## config.mk

```make
export PLATFORM = sky130hd
export DESIGN_NAME = quad_encoder_gen
export DESIGN_NICKNAME = d
export VERILOG_FILES = /design/src/rtl/quad_encoder_gen.sv
export SDC_FILE = /design/constraint.sdc
export NUM_CORES = 1
export LEC_CHECK = 0
export ABC_AREA = 1
export BUFFER_PORTS_ARGS = -buffer_cell sky130_fd_sc_hd__buf_2
export CAP_MARGIN = 20
export CORE_ASPECT_RATIO = 0.75
export CORE_MARGIN = 2
export CORE_UTILIZATION = 66
export DETAILED_ROUTE_END_ITERATION = 10
export PLACE_DENSITY = 0.87
export SYNTH_ARGS = -nofsm -noshare
export SYNTH_HDL_FRONTEND = slang
export SYNTH_SLANG_ARGS = --single-unit
```

## constraint.sdc

```tcl
create_clock -name clk -period 5.5 [get_ports clk]
set_clock_uncertainty 0.15 [all_clocks]
set_input_delay 0.275 -clock clk [delete_from_list [all_inputs] [get_ports clk]]
set_output_delay 0.275 -clock clk [all_outputs]
set_load 0.005 [all_outputs]
```

## src/rtl/quad_encoder_gen.sv

```systemverilog
// Quadrature encoder emulator: turns H-bridge direction commands and PWM duty into A/B phases and position counts.
// Optional per-side revolution index is built when QUAD_ENC_INDEX_EN is defined.
module quad_encoder_side #(
  parameter int unsigned STEP_DIV       = 64,
  parameter int unsigned COUNTS_PER_REV = 1440
) (
  input  logic        clk,
  input  logic        reset,
  input  logic        enable,
  input  logic        pwm,
  input  logic        drv_a,
  input  logic        drv_b,
  output logic [1:0]  enc,
  output logic [15:0] pos,
  output logic        step,
  output logic        idx
);
  typedef enum logic [1:0] {DIR_STOP = 2'd0, DIR_FWD = 2'd1, DIR_REV = 2'd2} dir_t;

  localparam logic [15:0] ACC_MAX = 16'(STEP_DIV - 32'd1);

  dir_t        dir_s, last_dir_r, last_dir_nx_s;
  logic [15:0] acc_r, acc_nx_s;
  logic [1:0]  enc_r, enc_nx_s;
  logic [15:0] pos_r, pos_nx_s;
  logic        step_r, step_nx_s;

  // Gray sequence as {B,A}: forward 00->10->11->01, reverse runs it backwards
  function automatic logic [1:0] next_enc(input logic [1:0] cur, input logic fwd);
    case (cur)
      2'b00:   next_enc = fwd ? 2'b10 : 2'b01;
      2'b10:   next_enc = fwd ? 2'b11 : 2'b00;
      2'b11:   next_enc = fwd ? 2'b01 : 2'b10;
      2'b01:   next_enc = fwd ? 2'b00 : 2'b11;
      default: next_enc = 2'b00;
    endcase
  endfunction

  // Bridge input pair to direction; both-low and both-high are brake
  always_comb begin
    case ({drv_a, drv_b})
      2'b10:   dir_s = DIR_FWD;
      2'b01:   dir_s = DIR_REV;
      default: dir_s = DIR_STOP;
    endcase
  end

`ifdef QUAD_ENC_INDEX_EN
  localparam logic [31:0] REV_MAX = 32'(COUNTS_PER_REV - 32'd1);
  logic [31:0] rev_r, rev_nx_s;
  logic        idx_r;
`endif

  // Next-state for accumulator, phase, position and step pulse
  always_comb begin
    last_dir_nx_s = last_dir_r;
    acc_nx_s      = acc_r;
    enc_nx_s      = enc_r;
    pos_nx_s      = pos_r;
    step_nx_s     = 1'b0;
`ifdef QUAD_ENC_INDEX_EN
    rev_nx_s      = rev_r;
`endif
    if (enable) begin
      if (dir_s != last_dir_r) begin
        acc_nx_s      = 16'd0;
        last_dir_nx_s = dir_s;
      end else if ((dir_s != DIR_STOP) && pwm) begin
        if (acc_r == ACC_MAX) begin
          acc_nx_s  = 16'd0;
          step_nx_s = 1'b1;
          enc_nx_s  = next_enc(enc_r, dir_s == DIR_FWD);
          if (dir_s == DIR_FWD) begin
            pos_nx_s = pos_r + 16'd1;
`ifdef QUAD_ENC_INDEX_EN
            rev_nx_s = (rev_r == REV_MAX) ? 32'd0 : rev_r + 32'd1;
`endif
          end else begin
            pos_nx_s = pos_r - 16'd1;
`ifdef QUAD_ENC_INDEX_EN
            rev_nx_s = (rev_r == 32'd0) ? REV_MAX : rev_r - 32'd1;
`endif
          end
        end else begin
          acc_nx_s = acc_r + 16'd1;
        end
      end else begin
        acc_nx_s = acc_r;
      end
    end else begin
      step_nx_s = 1'b0;
    end
  end

  // State registers; reset wins over every other input
  always_ff @(posedge clk) begin
    if (reset) begin
      last_dir_r <= DIR_STOP;
      acc_r      <= 16'd0;
      enc_r      <= 2'b00;
      pos_r      <= 16'd0;
      step_r     <= 1'b0;
`ifdef QUAD_ENC_INDEX_EN
      rev_r      <= 32'd0;
      idx_r      <= 1'b1;
`endif
    end else begin
      last_dir_r <= last_dir_nx_s;
      acc_r      <= acc_nx_s;
      enc_r      <= enc_nx_s;
      pos_r      <= pos_nx_s;
      step_r     <= step_nx_s;
`ifdef QUAD_ENC_INDEX_EN
      rev_r      <= rev_nx_s;
      idx_r      <= (rev_nx_s == 32'd0) && (enc_nx_s == 2'b00);
`endif
    end
  end

  assign enc  = enc_r;
  assign pos  = pos_r;
  assign step = step_r;
`ifdef QUAD_ENC_INDEX_EN
  assign idx  = idx_r;
`else
  assign idx  = 1'b0;
`endif
endmodule

module quad_encoder_gen #(
  parameter int unsigned STEP_DIV       = 64,
  parameter int unsigned COUNTS_PER_REV = 1440
) (
  input  logic               clk,
  input  logic               reset,
  input  logic               in1,
  input  logic               in2,
  input  logic               in3,
  input  logic               in4,
  input  logic               pwm,
  input  logic               enable,
  output logic [1:0]         r_enc,
  output logic [1:0]         l_enc,
  output logic signed [15:0] r_pos,
  output logic signed [15:0] l_pos,
  output logic               r_step,
  output logic               l_step,
  output logic               r_idx,
  output logic               l_idx
);
  quad_encoder_side #(.STEP_DIV(STEP_DIV), .COUNTS_PER_REV(COUNTS_PER_REV)) u_right (
    .clk(clk), .reset(reset), .enable(enable), .pwm(pwm),
    .drv_a(in1), .drv_b(in2),
    .enc(r_enc), .pos(r_pos), .step(r_step), .idx(r_idx)
  );

  quad_encoder_side #(.STEP_DIV(STEP_DIV), .COUNTS_PER_REV(COUNTS_PER_REV)) u_left (
    .clk(clk), .reset(reset), .enable(enable), .pwm(pwm),
    .drv_a(in3), .drv_b(in4),
    .enc(l_enc), .pos(l_pos), .step(l_step), .idx(l_idx)
  );
endmodule

```

==> flow_summary_export.csv, run 1 <==
group,metric,value,unit
worst_setup_path,required_time_worst_endpoint,5.61,ns
clock_tree,cts.hold.buffers_added,0,
finish,nets,984,
placed_design,numPortBuffers,45,
finish,drive_above_1_share,0.0945,
yosys,postSynth.topFlopCell,"dfxtp_1",
worst_setup_path,worst-path-buf-inv,4,
yosys,synthesis.area_per_instance,6.13,µm²
finish,area.sequential,1480,µm²
sta,setup_tns,0,ns
yosys,mappedNetlistArea,5510,µm²
grt,grt_usage,0.299,
yosys,synthArstFlopShare,0,
clock_tree,clock_insertion_delay_worst_skew,0.36,ns
grt,antenna_found_initial,0,
die,die_area,9110,µm²
worst_setup_path,criticalPathCategory,"primary input to register",
worst_setup_path,worstPathCellList,"buf_2 -> inv_1 -> ha_1 -> inv_1 -> ha_1 -> or2_2 -> nand3_1 -> nand2_1 -> nand2_1 -> nand2_1 -> nand2_1 -> nand3_1 -> nand2_1 -> inv_1",
route,drc,0,
grt,grt_first_pass_wirelength,22.4,mm
die,die_w,110,µm
die,die_height,83.2,µm
yosys,ys_seq_elements,74,
sta,report.final.hold_viol_count,0,
worst_setup_path,critical_path_cell_count,14,
die,initial_core_util,0.690,
yosys,yosysSeqAreaShare,0.269,
grt,grt_max_degree,27,
route,num_vias,5555,
run,maxCapViolCount,0,
die,num_io_pins,48,
worst_setup_path,critPathTopFamily,"simple AND/OR/NAND/NOR gates",
clock_tree,cts_setup_buffers,0,
grt,grt.overflow.total,0,
sta,final-setup-viol-count,0,
route,viasPerCell,5.31,
clock_tree,clkSlewWorstSetupHoldPaths,0.08,ns
sta,finalMaxSlewViolations,0,
worst_setup_path,worst-endpoint-arrival,2.54,ns
clock_tree,cts.root.buffer_cell,"clkbuf_8",
sta,finalHoldWorstSlack,0.0921,ns
finish,fillCellCount,673,
yosys,syn-instance-count,900,
clock_tree,tritoncts,"yes",
hold_path,hold_path_depth,2,
sta,grt_setup_unrepaired,"false",
clock_tree,clock_path_buffers,2,
route,antenna_violating_nets_left,0,
worst_setup_path,start_kind,"primary input",
yosys,synth.lib_cells_used.distinct,31,
grt,vias_in_the_first_global_route,5095,
pwr,power_leakage,3.19,nW
yosys,synth-edff-count,0,
finish,area_growth_syn_to_layout,7.58,%
route,drt_first_iter_violations,377,
clock_tree,cts_made_buffers,9,
yosys,synthMostInstantiatedCell,"nand2_1",
clock_tree,clock-sinks,74,
die,core_box_area,7990,µm²
route,wl_per_cell,12.5,µm
worst_setup_path,path_max_fanout,16,
hold_path,min_path_type,"primary input to register",
worst_setup_path,worst_r2r_path_depth,8,
finish,antenna_cells,0,
placed_design,routability_congestion_estimate_from_global_placement,0.930,
die,placementRows,28,
yosys,yosys_warning_count,0,
worst_setup_path,critical-path-max-stage-delay,0.44,ns
yosys,netlist_top_cells_area,"dfxtp_1, nand2_1, inv_1",
worst_setup_path,cp-end-kind,"register",
route,drt_wl_total,13.1,mm
worst_setup_path,worst_path_max_delay_cell,"ha_1",
worst_setup_path,crit_top_cell,"nand2_1",
sta,min_period_over_period,0.442,
run_status,result_of_the_run,"completed",
pwr,p_per_area,183,nW/µm²
sta,fmaxAchievable,412,MHz
yosys,synth_largest_area_cell,"dfxtp_1",
sta,max_slew_margin,0.469,
yosys,netlist.area_leader.share,0.269,
pwr,vdd_drop_max,168,µV
finish,multi_input_area,3360,µm²
sta,worst_pin_slew,0.795,ns
clock_tree,cts-htree-levels,3,
sta,finalWorstPathRequiredPeriod,2.43,ns
route,dr.pass1.iters,7,
clock_tree,post_cts_resize_count,0,
yosys,synth.cells.most_frequent,"nand2_1, inv_1, nor2_1",
placed_design,detailed_place_hpwl,9.72,mm
## registers in the layout, summed over array words and instances, names as in the netlist
| register | cells |
|---|---|
| u_left.acc_r | 16 |
| u_left.step | 1 |
| u_right.step | 1 |
| u_left.last_dir_r | 2 |
| u_right.last_dir_r | 2 |
| u_right.enc | 2 |
| u_right.pos | 16 |
| u_right.acc_r | 16 |
| u_left.pos | 16 |
| u_left.enc | 2 |
## metal layers
metal,global-route usage,vias to the layer above,wire length (µm)
li1,-,2852,-
met1,0.390,2518,5950
met3,0.0714,17,811
met2,0.499,168,6140
met5,0,-,0
met4,0.0644,0,161
## cells by family after synthesis
logic type                 count (synthesis)  synth area share
adders and majority gates                 38            0.0890
and+or+nand+nor                          509             0.394
AOI/OAI and AO/OA                         83            0.0758
buffers and inverters                    164             0.122
DFF                                       74             0.269
other                                      1          0.000680
xor gates and xnor gates                  31            0.0493
## path summary, 6_finish.rpt
path / from / end / slack, ns
setup / recovery: in2 / u_right.pos[11]$_SDFFE_PP0P_ / 3.07
hold / removal: enable / u_left.last_dir_r[0]$_SDFFE_PP0P_ / 0.09
setup reg to reg: u_left.acc_r[0]$_SDFFE_PP0P_ / u_left.pos[2]$_SDFFE_PP0P_ / 3.35
hold reg to reg: u_right.acc_r[13]$_SDFFE_PP0P_ / u_right.acc_r[13]$_SDFFE_PP0P_ / 0.34
## final cells by class
cell class | instances | share of cell area
Sequential cell | 74 | 0.250
Tap cell | 105 | 0.0222
Multi-Input combinational cell | 663 | 0.567
Clock buffer | 10 | 0.0215
Clock inverter | 5 | 0.00949
Inverter | 144 | 0.0911
Timing Repair Buffer | 46 | 0.0392
## power breakdown
group	switching, mW	leakage (nW)	total (mW)	internal [mW]
Sequential	0.00245	0.597	0.541	0.538
Combinational	0.0868	2.50	0.124	0.0369
Clock	0.211	0.0921	0.418	0.206
## per-stage QoR
stage / utilization / cells / cell area [µm²] / power, mW / worst slack [ns]
3_5_place_dp: 0.719 / 1032 / 5750 / 0.675 / 2.73
6_report: 0.742 / 1047 / 5930 / 1.08 / 3.07
3_3_place_gp: 0.719 / 1032 / 5750 / 0.671 / 2.85
5_1_grt: 0.742 / 1047 / 5930 / 1.12 / 2.85
4_1_cts: 0.742 / 1047 / 5930 / 1.08 / 3.09
2_1_floorplan: - / 901 / 5520 / 0.651 / 3.18
## cell usage in the layout, fill, tap and decap left out, types with 2 or more instances in the layout
cell type and n:
and2_1 2, nor2_4 2, nand4_1 13, nand3_1 54, inv_2 5, nor2_2 10, nor3_1 13, clkinv_2 2
nand2_4 2, o21ai_0 32, a21oi_1 45, clkbuf_8 9, buf_2 45, nand2_2 3, nor2_8 4, ha_1 36
fa_1 2, or2_2 3, o21ai_1 5, inv_1 139, nand2_1 283, conb_1 2, xor2_1 21, xnor2_1 10
nor2_1 118, dfxtp_1 74
(Power assumes the default switching activity.)
==> inputs of run 2 (changes only) <==
--- a/config.mk
+++ b/config.mk
@@ -10,9 +10,9 @@
 export CAP_MARGIN = 20
 export CORE_ASPECT_RATIO = 0.75
 export CORE_MARGIN = 2
-export CORE_UTILIZATION = 66
+export CORE_UTILIZATION = 61
 export DETAILED_ROUTE_END_ITERATION = 10
-export PLACE_DENSITY = 0.87
+export PLACE_DENSITY = 0.81
 export SYNTH_ARGS = -nofsm -noshare
 export SYNTH_HDL_FRONTEND = slang
 export SYNTH_SLANG_ARGS = --single-unit
==> constraint.sdc (replaced) <==
create_clock -name clk -period 2.5 [get_ports clk]
set_clock_uncertainty 0.15 [all_clocks]
set_input_delay 0.125 -clock clk [delete_from_list [all_inputs] [get_ports clk]]
set_output_delay 0.125 -clock clk [all_outputs]
set_load 0.005 [all_outputs]
==> run 2 against run 1 <==
  * Via count fell by 2.7%
  * Critical path depth fell by 5
  * Worst hold slack improved by 0.016 ns
  * Largest power group is now clock
==> flow_summary_export.csv, run 2 (synthesis gave the netlist of run 1 again) <==
group,metric,value,unit
run_status,result_of_the_run,"completed",
clock_tree,clkSlewWorstSetupHoldPaths,0.06,ns
clock_tree,cts_setup_buffers,0,
worst_setup_path,criticalPathCategory,"register to register",
route,routedLengthMet1,6.70,mm
sta,fmaxAchievable,496,MHz
finish,final_cell_mix,"nand2_1, inv_1, nor2_1",
worst_setup_path,worst-endpoint-arrival,2.09,ns
route,viasPerCell,5.09,
clock_tree,cts-htree-levels,3,
die,core_box_area,8900,µm²
die,die_height,86.3,µm
sta,max_slew_margin,0.529,
sta,min_period_over_period,0.806,
clock_tree,tritoncts,"yes",
grt,antenna_found_initial,0,
finish,drive_above_1_share,0.103,
run,maxCapViolCount,0,
route,dr.pass1.iters,5,
grt,grt.overflow.total,0,
sta,report.final.hold_viol_count,0,
route,antenna_violating_nets_left,0,
grt,grt_max_degree,25,
route,num_vias,5406,
sta,final-setup-viol-count,0,
placed_design,detailed_place_hpwl,9.38,mm
pwr,vdd_drop_max,276,µV
grt,vias_in_the_first_global_route,4726,
die,num_io_pins,48,
finish,area_growth_syn_to_layout,11.9,%
sta,finalWorstPathRequiredPeriod,2.01,ns
route,routed-wl-met2,5.33,mm
placed_design,preCtsSetupSlack,0.262,ns
clock_tree,cts.root.buffer_cell,"clkbuf_16",
die,initial_core_util,0.620,
worst_setup_path,start_kind,"register",
pwr,power_leakage,3.31,nW
route,top_metal_layer_carrying_routed_signals,"met4",
route,drt_wl_total,12.8,mm
clock_tree,clock_path_buffers,2,
clock_tree,clock-sinks,74,
worst_setup_path,worst_r2r_path_depth,9,
die,placementRows,30,
route,routed-wl-met3,697,µm
clock_tree,post_cts_resize_count,0,
grt,grt_first_pass_wirelength,21.7,mm
finish,multi_input_area,3360,µm²
finish,fillCellCount,806,
route,wl_per_cell,12.1,µm
clock_tree,cts_made_buffers,9,
grt,grt_usage,0.270,
finish,nets,993,
sta,setup_tns,0,ns
worst_setup_path,cp-end-kind,"register",
pwr,p_per_area,484,nW/µm²
sta,grt_setup_unrepaired,"false",
finish,area.sequential,1480,µm²
worst_setup_path,required_time_worst_endpoint,2.58,ns
finish,antenna_cells,0,
hold_path,min_path_type,"primary input to register",
clock_tree,clock_insertion_delay_worst_skew,0.34,ns
sta,finalMaxSlewViolations,0,
sta,timing.final.ws_setup,0.486,ns
route,drt_first_iter_violations,320,
sta,worst_pin_slew,0.706,ns
die,die_w,114,µm
die,die_area,9820,µm²
route,drc,0,
placed_design,routability_congestion_estimate_from_global_placement,0.921,
placed_design,numPortBuffers,45,
hold_path,hold_path_depth,3,
worst_setup_path,path_max_fanout,3,
finish,layout.cells.most_common,"nand2_1",
[run 2: area by class of cell]
class | count | area share
sequential | 74 | 0.240
clock buffer | 10 | 0.0388
clock inverter | 5 | 0.0166
multi-input combinational | 663 | 0.545
timing repair buffer | 55 | 0.0491
inverter | 144 | 0.0876
tap | 112 | 0.0227
[run 2: final timing paths]
path / startpoint / to / slack [ns]
max: u_left.pos[0]$_SDFFE_PP0P_ / u_left.pos[8]$_SDFFE_PP0P_ / 0.49
min: reset / u_left.acc_r[15]$_SDFFE_PP0P_ / 0.11
max reg2reg: u_left.pos[0]$_SDFFE_PP0P_ / u_left.pos[8]$_SDFFE_PP0P_ / 0.49
min reg2reg: u_right.acc_r[13]$_SDFFE_PP0P_ / u_right.acc_r[13]$_SDFFE_PP0P_ / 0.33
[run 2: worst max-delay path: stages (launching register included)]
cell and delay [ns]:
dfxtp_1 0.39, inv_1 0.11, fa_1 0.46, inv_1 0.10, nand3_1 0.07, nand3_1 0.15, a21oi_1 0.10, and2_1 0.15
nor3_1 0.16, nor2_1 0.07
[run 2: repair_timing]
action / in CTS / in global routing
endpoints found under the setup margin: 0 / 0
hold buffers: 1 / 0
endpoints found under the hold margin: 2 / 0
[run 2: layer usage]
metal | global-route usage | vias up
met2 | 0.410 | 142
li1 | - | 2873
met5 | 0 | -
met4 | 0.0599 | 0
met3 | 0.0643 | 10
met1 | 0.391 | 2381
[run 2: per-stage QoR]
step / power [mW] / instance area [µm²] / cells / utilization / hold slack (ns)
floorplan: 1.43 / 5520 / 901 / - / 0.123
global placement: 1.49 / 5820 / 1047 / 0.654 / 0.300
detailed placement: 1.49 / 5820 / 1047 / 0.654 / 0.305
CTS: 3.00 / 6170 / 1063 / 0.693 / 0.101
global route: 3.11 / 6170 / 1063 / 0.693 / 0.126
finish: 2.99 / 6170 / 1063 / 0.693 / 0.108
[run 2: where the power goes]
part	internal [mW]	leakage [nW]	total (mW)	switching (mW)
Combinational	0.0904	2.54	0.284	0.194
Sequential	1.19	0.597	1.19	0.00485
Clock	0.995	0.165	1.51	0.516
